`src/rtl/retire_trace_buffer.sv`:
```
// Retirement trace capture: run/halt/timeout FSM feeding a FIFO of retired events.
// Optional macro TRACE_TS_EN adds a per-entry cycle timestamp presented on rd_ts.
module retire_trace_buffer #(
    parameter int unsigned DATA_W      = 16,
    parameter int unsigned DEPTH       = 16,
    parameter int unsigned CYCLE_LIMIT = 100000
) (
    input  logic              clk,
    input  logic              rst_n,
    input  logic              en,
    input  logic              hlt,
    input  logic              reg_we,
    input  logic [3:0]        reg_addr,
    input  logic [DATA_W-1:0] reg_data,
    input  logic              mem_rd,
    input  logic              mem_wr,
    input  logic [DATA_W-1:0] mem_addr,
    input  logic [DATA_W-1:0] mem_wdata,
    input  logic [DATA_W-1:0] mem_rdata,
    input  logic              rd_ready,
    output logic              rd_valid,
    output logic [3:0]        rd_flags,
    output logic [3:0]        rd_reg,
    output logic [DATA_W-1:0] rd_rdata,
    output logic [DATA_W-1:0] rd_maddr,
    output logic [DATA_W-1:0] rd_mdata,
    output logic [31:0]       rd_ts,
    output logic [31:0]       cycle_cnt,
    output logic [31:0]       inst_cnt,
    output logic [15:0]       drop_cnt,
    output logic              overflow,
    output logic [1:0]        state,
    output logic              done
);

    localparam int unsigned AW     = (DEPTH > 1) ? $clog2(DEPTH) : 1;
    localparam int unsigned CW     = AW + 1;
    localparam int unsigned BASE_W = 8 + 3 * DATA_W;
`ifdef TRACE_TS_EN
    localparam int unsigned ENTRY_W = BASE_W + 32;
`else
    localparam int unsigned ENTRY_W = BASE_W;
`endif

    typedef enum logic [1:0] {
        ST_IDLE    = 2'd0,
        ST_RUN     = 2'd1,
        ST_HALTED  = 2'd2,
        ST_TIMEOUT = 2'd3
    } state_e;

    state_e state_q, state_d;

    logic [31:0]        cycle_cnt_q, cycle_cnt_d;
    logic [31:0]        inst_cnt_q, inst_cnt_d;
    logic [15:0]        drop_cnt_q, drop_cnt_d;
    logic               overflow_q, overflow_d;
    logic               rd_valid_q, rd_valid_d;
    logic               done_q, done_d;
    logic [AW-1:0]      wptr_q, wptr_d;
    logic [AW-1:0]      rptr_q, rptr_d;
    logic [CW-1:0]      count_q, count_d;
    logic [ENTRY_W-1:0] mem_q [DEPTH];
    logic [ENTRY_W-1:0] entry_d;
    logic [ENTRY_W-1:0] head;

    logic in_run, evt, retire;
    logic full, pop, do_push, drop;

    // FSM: state register
    always_ff @(posedge clk) begin
        if (!rst_n) state_q <= ST_IDLE;
        else        state_q <= state_d;
    end

    // FSM: next state; halt outranks the cycle limit, both outrank en dropping
    always_comb begin
        state_d = state_q;
        unique case (state_q)
            ST_IDLE: if (en) state_d = ST_RUN;
            ST_RUN: begin
                if (hlt)                              state_d = ST_HALTED;
                else if (cycle_cnt_q == 32'(CYCLE_LIMIT)) state_d = ST_TIMEOUT;
                else if (!en)                         state_d = ST_IDLE;
            end
            default: state_d = state_q;
        endcase
    end

    // FSM: outputs
    always_comb begin
        state  = state_q;
        in_run = (state_q == ST_RUN);
        evt    = in_run & (hlt | reg_we | mem_rd | mem_wr);
        retire = in_run & (hlt | reg_we | mem_wr);
    end

    always_comb begin
        full    = (count_q == CW'(DEPTH));
        pop     = rd_valid_q & rd_ready;
        do_push = evt & (~full | pop);
        drop    = evt & full & ~pop;

        entry_d = '0;
        entry_d[BASE_W-1:0] = {hlt, reg_we, mem_rd, mem_wr, reg_addr, reg_data, mem_addr,
                               (mem_wr ? mem_wdata : mem_rdata)};
`ifdef TRACE_TS_EN
        entry_d[BASE_W +: 32] = cycle_cnt_q;
`endif

        wptr_d = do_push ? wptr_q + AW'(1) : wptr_q;
        rptr_d = pop ? rptr_q + AW'(1) : rptr_q;
        unique case ({do_push, pop})
            2'b10:   count_d = count_q + CW'(1);
            2'b01:   count_d = count_q - CW'(1);
            default: count_d = count_q;
        endcase

        overflow_d  = overflow_q | drop;
        drop_cnt_d  = (drop && drop_cnt_q != '1) ? drop_cnt_q + 16'd1 : drop_cnt_q;
        cycle_cnt_d = (in_run && cycle_cnt_q != '1) ? cycle_cnt_q + 32'd1 : cycle_cnt_q;
        inst_cnt_d  = retire ? inst_cnt_q + 32'd1 : inst_cnt_q;
        rd_valid_d  = (count_d != '0);
        done_d      = ((state_d == ST_HALTED) || (state_d == ST_TIMEOUT)) && (count_d == '0);
    end

    always_ff @(posedge clk) begin
        if (!rst_n) begin
            cycle_cnt_q <= '0;
            inst_cnt_q  <= '0;
            drop_cnt_q  <= '0;
            overflow_q  <= 1'b0;
            rd_valid_q  <= 1'b0;
            done_q      <= 1'b0;
            wptr_q      <= '0;
            rptr_q      <= '0;
            count_q     <= '0;
        end else begin
            cycle_cnt_q <= cycle_cnt_d;
            inst_cnt_q  <= inst_cnt_d;
            drop_cnt_q  <= drop_cnt_d;
            overflow_q  <= overflow_d;
            rd_valid_q  <= rd_valid_d;
            done_q      <= done_d;
            wptr_q      <= wptr_d;
            rptr_q      <= rptr_d;
            count_q     <= count_d;
        end
    end

    // Storage needs no reset: the head is masked to zero whenever rd_valid is low
    always_ff @(posedge clk) begin
        if (rst_n && do_push) mem_q[wptr_q] <= entry_d;
    end

    always_comb begin
        head     = rd_valid_q ? mem_q[rptr_q] : '0;
        rd_mdata = head[DATA_W-1:0];
        rd_maddr = head[DATA_W +: DATA_W];
        rd_rdata = head[2*DATA_W +: DATA_W];
        rd_reg   = head[3*DATA_W +: 4];
        rd_flags = head[3*DATA_W+4 +: 4];
`ifdef TRACE_TS_EN
        rd_ts    = head[BASE_W +: 32];
`else
        rd_ts    = '0;
`endif
    end

    assign rd_valid  = rd_valid_q;
    assign cycle_cnt = cycle_cnt_q;
    assign inst_cnt  = inst_cnt_q;
    assign drop_cnt  = drop_cnt_q;
    assign overflow  = overflow_q;
    assign done      = done_q;

endmodule

```
`config.mk`:
```
export PLATFORM = sky130hd
export DESIGN_NAME = retire_trace_buffer
export DESIGN_NICKNAME = d
export VERILOG_FILES = /design/src/rtl/retire_trace_buffer.sv
export SDC_FILE = /design/constraint.sdc
export NUM_CORES = 1
export LEC_CHECK = 0
export BUFFER_PORTS_ARGS = -buffer_cell sky130_fd_sc_hd__buf_2
export CAP_MARGIN = 20
export CORE_ASPECT_RATIO = 1.1
export CORE_MARGIN = 4
export CORE_UTILIZATION = 61
export CTS_CLUSTER_SIZE = 14
export DETAILED_ROUTE_END_ITERATION = 8
export PLACE_DENSITY = 0.8
export SLEW_MARGIN = 30
export SYNTH_ARGS = -nofsm -noshare
export SYNTH_HDL_FRONTEND = slang
export SYNTH_SLANG_ARGS = --single-unit
```
`constraint.sdc`:
```
create_clock -name clk -period 9.8 [get_ports clk]
set_input_delay 0.49 -clock clk [delete_from_list [all_inputs] [get_ports clk]]
set_output_delay 0.49 -clock clk [all_outputs]
set_load 0.02 [all_outputs]
```
== After elaboration in Yosys (flattened, before gate mapping) ==
Memories as Yosys holds them, arrays and structs flattened. A register that Yosys moved wholly into a read port is not among the register bits.
Cells that the tools add are included.

* Add/subtract/negate cells: 7
* Equal/unequal tests: 9
* Multiplexer cells: 12
* Bitwise gates (word level): 14
* Reductions and logical operators: 8

{| class="wikitable"
|+ Operators with widths
! kind !! number
|-
| 32-bit by 1-bit adder with 32-bit output (second input constant) || 2
|-
| 56-bit two-way mux || 1
|-
| 32-bit by 17-bit equality test with 1-bit output (second input constant) || 1
|-
| 32-bit != test (second input constant) || 1
|-
| 16-bit by 1-bit adder with 16-bit output (second input constant) || 1
|-
| 16-bit two-way mux || 1
|-
| 16-bit != test (second input constant) || 1
|-
| 5-bit one-hot mux with 2 select lines || 1
|-
| 4-bit by 1-bit adder with 4-bit output (second input constant) || 2
|-
| 2-bit two-way mux || 4
|-
| 4-bit two-way mux || 2
|-
| 1-bit AND || 6
|-
| 2-bit equality test (second input constant) || 3
|-
| 1-bit bitwise OR || 6
|-
| 5-bit by 1-bit adder with 5-bit output (second input constant) || 1
|-
| 5-bit equality test (second input constant) || 1
|-
| 5-bit logical NOT || 1
|-
| 5-bit nonzero test || 1
|-
| 5-bit by 1-bit subtractor with 5-bit output (second input constant) || 1
|-
| 2-bit by 1-bit equality test with 1-bit output (second input constant) || 2
|-
| 1-bit logical AND || 4
|-
| 2-bit one-hot mux with 2 select lines || 1
|-
| 2-bit logical NOT || 1
|-
| 1-bit two-way mux || 2
|-
| 2 further kinds || 3
|}

* Flip-flop bits (word level): 98
* Bits in writable memories: 896
* Input port bits: 76
* Output and inout port bits: 173
* Logic and storage cells: 61
* Memories kept: 1

{| class="wikitable"
|+ Memories
! name !! words !! width !! read ports !! clocked after Yosys merged registers in !! wr ports !! RTL line !! text
|-
| mem_q || 16 || 56 || 1 || 1 || 1 || 63 || <nowiki>logic [ENTRY_W-1:0] mem_q [DEPTH];</nowiki>
|}

== Longest topological paths before layout ==
* Word-level depth: 9
* Gate-level depth with buffers: 10
* Gate-level depth less buffers: 9

== Least setup slack after synthesis ==
No wires, ideal clock.

* Kind: input to register
* Start: input mem_wr
* End: memory mem_q[0][0] in the netlist's numbering, enable pin
* Setup time: 476 ps
* Data arrival time: 4336 ps
* Data required time: 9324 ps
* Path slack: 4987 ps
* Cell stages on the path: 5
* Path buffers: 1
* Cells stage by stage: buf_2 > nor4_1 > a311oi_1 > nor3b_1 > nor2b_1

* Longest elaborated chain between the ends: 6

{| class="wikitable"
|+ RTL lines
! item !! RTL line !! text
|-
| start, declared || 16 || <nowiki>input logic mem_wr,</nowiki>
|-
| 1-bit bitwise OR || 94 || <nowiki>evt = in_run & (hlt | reg_we | mem_rd | mem_wr);</nowiki>
|-
| 1-bit AND || 94 ||
|-
| 1-bit AND || 101 || <nowiki>do_push = evt & (~full | pop);</nowiki>
|-
| 1-bit logical AND || 153 || <nowiki>if (rst_n && do_push) mem_q[wptr_q] <= entry_d;</nowiki>
|-
| 1-bit two-way mux || 153 ||
|-
| 1-bit two-way mux (implied by the code) || 153 ||
|-
| end, declared || 63 ||
|}

Every way passes these cells.

==> results.ini <==
[run_status]
status = finished, final reports clean

[synth]
ys.warnings.count = 0
synth_ff_type = edfxtp_1
synth_area_um2 = 39400
ys_ff_latch = 998
yosys.area_share.simple_pct = 5.00
netlist-cell-type-count = 58
synth.avg_cell_area_um2 = 20.1
yosysSeqAreaShare_pct = 73.5
synth_mux_area_share_pct = 16.7
synth-compound-area-share_pct = 1.84
post_synth_xor_area_fraction_pct = 0.756
synthAdderAreaFrac_pct = 0.432
synth_edf_count = 896
ys_async_sr_fraction_pct = 0
synth_top_family_by_area = multiplexers
syn_inst = 1960

[global_routing]
gr-usage-met1_pct = 36.6
grt_pass1_wl_um = 140000
grt_max_degree = 70
busiest_layer = met2
antenna_found_initial = 5
grtUsageTotal_pct = 27.4
grt_overflow = 0
grt_use_met3_pct = 5.09
grt_pass1_vias = 21500
use_met2_pct = 46.5

[worst_setup_path]
cp-end-kind = primary output
required_ps = 9310
r2r-end = mem_q[0][24]
critPathArrivalTime_ps = 4310
rr_worst_depth = 5
r2r-start = state[0]
startpoint_type = flop
critical_path_class = reg2out
worstPathMaxFanout = 69
ff2ff_setup_slack_ps = 5410

[route]
routed_via_density = 6.59
num_vias = 20600
drtIter0Drc = 2317
drc = 0
antenna_left = 0
drtPass1Iterations = 5
routed_wl_um = 93600
detail_route.wl_per_cell_um = 29.9

[floorplanning]
num_rows = 97
fp.dieW_um = 250
io_pins = 249
core-area_um2 = 63800
start_util_pct = 61.7
die_h_um = 274
die_area_um2 = 68700

[run]
cap_violations = 0

[timing]
grt_setup_unrepaired = false
finalSetupViolCount = 0
drv_slew = 0
fin_skew_ps = 24.8
period_minus_slack_ps = 4800
slew_headroom_pct = 34.1
max_freq_mhz = 209
period_share_pct = 48.9
tns_ps = 0
tightest_slew_ps = 986
timing.final.hold_violations = 0
holdWs_ps = 201

[clock_tree]
clk_latency_ps = 650
cts_resized = 0
h-tree-depth = 3
ctsHoldBuffers = 0
cts_buffers = 95
path_clk_slew_ps = 60
cts_tree = done
cts-root-buf = clkbuf_16
clk_path_buf_depth = 3
clock-sinks = 998
postCtsSetupBuffers = 0

[min_path]
hold_class = in2reg
min-delay-start = en
hold_depth = 3
hold_path_end = state[0]

[layout]
fin_util_pct = 69.7
seq_area_um2 = 29000
final_nets = 2295
design_area_um2 = 44500
drive_gt1_share_pct = 31.3
final_cell_mix = edfxtp_1 (896), mux4_2 (280), buf_2 (217)
syn_to_final_growth_pct = 13.0
multiInputGateArea_um2 = 9960
num-fill-cells = 3777
final_common_cell = edfxtp_1

[pwr]
worst_ir_drop_vdd_v = 0.000136
p_total_mw = 8.96
p_per_area_nw_per_um2 = 201
power.leakage_nw = 14.1

[place]
dpl_cell_area_um2 = 41400
gp_congestion = 0.819
dpl.hpwl_um = 49000
io_buffers = 216

critical path, stage by stage, from the launching register on:
cell and delay (ps):
dfxtp_4 780, buf_4 770, buf_6 690, mux4_2 450
mux4_2 500, and2_1 230, buf_2 180
worst max-delay path by stage:
stage | startpoint | endpoint | slack (ps)
detailed placement | mem_wr | mem_q[0][22] | 5300
CTS | flop | rd_flags[0] | 4690
global placement | mem_wr | mem_q[11][39] | 5180
finish | flop | rd_flags[0] | 5000
floorplan | mem_wr | mem_q[0][0] | 4990
global route | flop | rd_mdata[0] | 4850
synth_stat cells (12+ instances only):
| master | instances | share of area [%] |
|---|---|---|
| o31ai_1 | 29 | 0.55 |
| ha_1 | 12 | 0.38 |
| o21ai_0 | 20 | 0.25 |
| mux4_2 | 280 | 16 |
| a21oi_1 | 60 | 0.76 |
| nand2_1 | 45 | 0.43 |
| or3_1 | 22 | 0.35 |
| nor2_1 | 61 | 0.58 |
| edfxtp_1 | 896 | 68 |
| xor2_1 | 17 | 0.38 |
| buf_4 | 32 | 0.61 |
| or4_1 | 30 | 0.57 |
| clkbuf_1 | 71 | 0.68 |
| inv_1 | 17 | 0.16 |
| nand3_1 | 25 | 0.32 |
| mux2_2 | 16 | 0.46 |
| nand4_1 | 25 | 0.40 |
| buf_1 | 15 | 0.14 |
| dfxtp_1 | 102 | 5.2 |
| and2_1 | 60 | 0.95 |
| xnor2_1 | 17 | 0.38 |
sequential cells by signal (all words and copies together), names as in the netlist, named ones only:
name / cells
mem_q: 896
cycle_cnt: 32
inst_cnt: 32
drop_cnt: 16
count_q: 5
rptr_q: 4
wptr_q: 4
state: 2
done: 1
overflow: 1
rd_valid: 1
layer usage:
layer / share of wire (%) / routed length (um)
met1: 36 / 33600
met2: 52 / 49000
met3: 8.7 / 8100
met4: 3.1 / 2870
met5: 0.0075 / 7
power breakdown:
| part | switching (mW) | leakage (nW) | internal [mW] |
|---|---|---|---|
| sequential | 0.0261 | 8.88 | 4.65 |
| clock | 1.57 | 1.46 | 2.00 |
| combinational | 0.403 | 3.75 | 0.313 |
| total | 2.00 | 14.1 | 6.97 |
cell type report:
cell class                 count  share of cell area (%)
inverter                      17                   0.143
multi-input combinational    846                    22.4
timing repair buffer         248                    3.20
tap                          841                    2.37
clock inverter                53                    1.06
clock buffer                 122                    5.71
antenna                        3                  0.0169
sequential                   998                    65.1
logic make-up after synthesis:
group	after synthesis
DFF	998
and+or+nand+nor	341
muxes	303
buffers and inverters	147
AOI/OAI and AO/OA	123
xor gates and xnor gates	34
adders and majority gates	13
other	1
per-stage QoR:
step | setup WS (ps) | cells
after floorplan | 4990 | 1991
after global placement | 5180 | 2945
after detailed placement | 5300 | 2948
after CTS | 4690 | 3123
after global routing | 4850 | 3126
final | 5000 | 3128
Power figures use the tool's default switching activity.
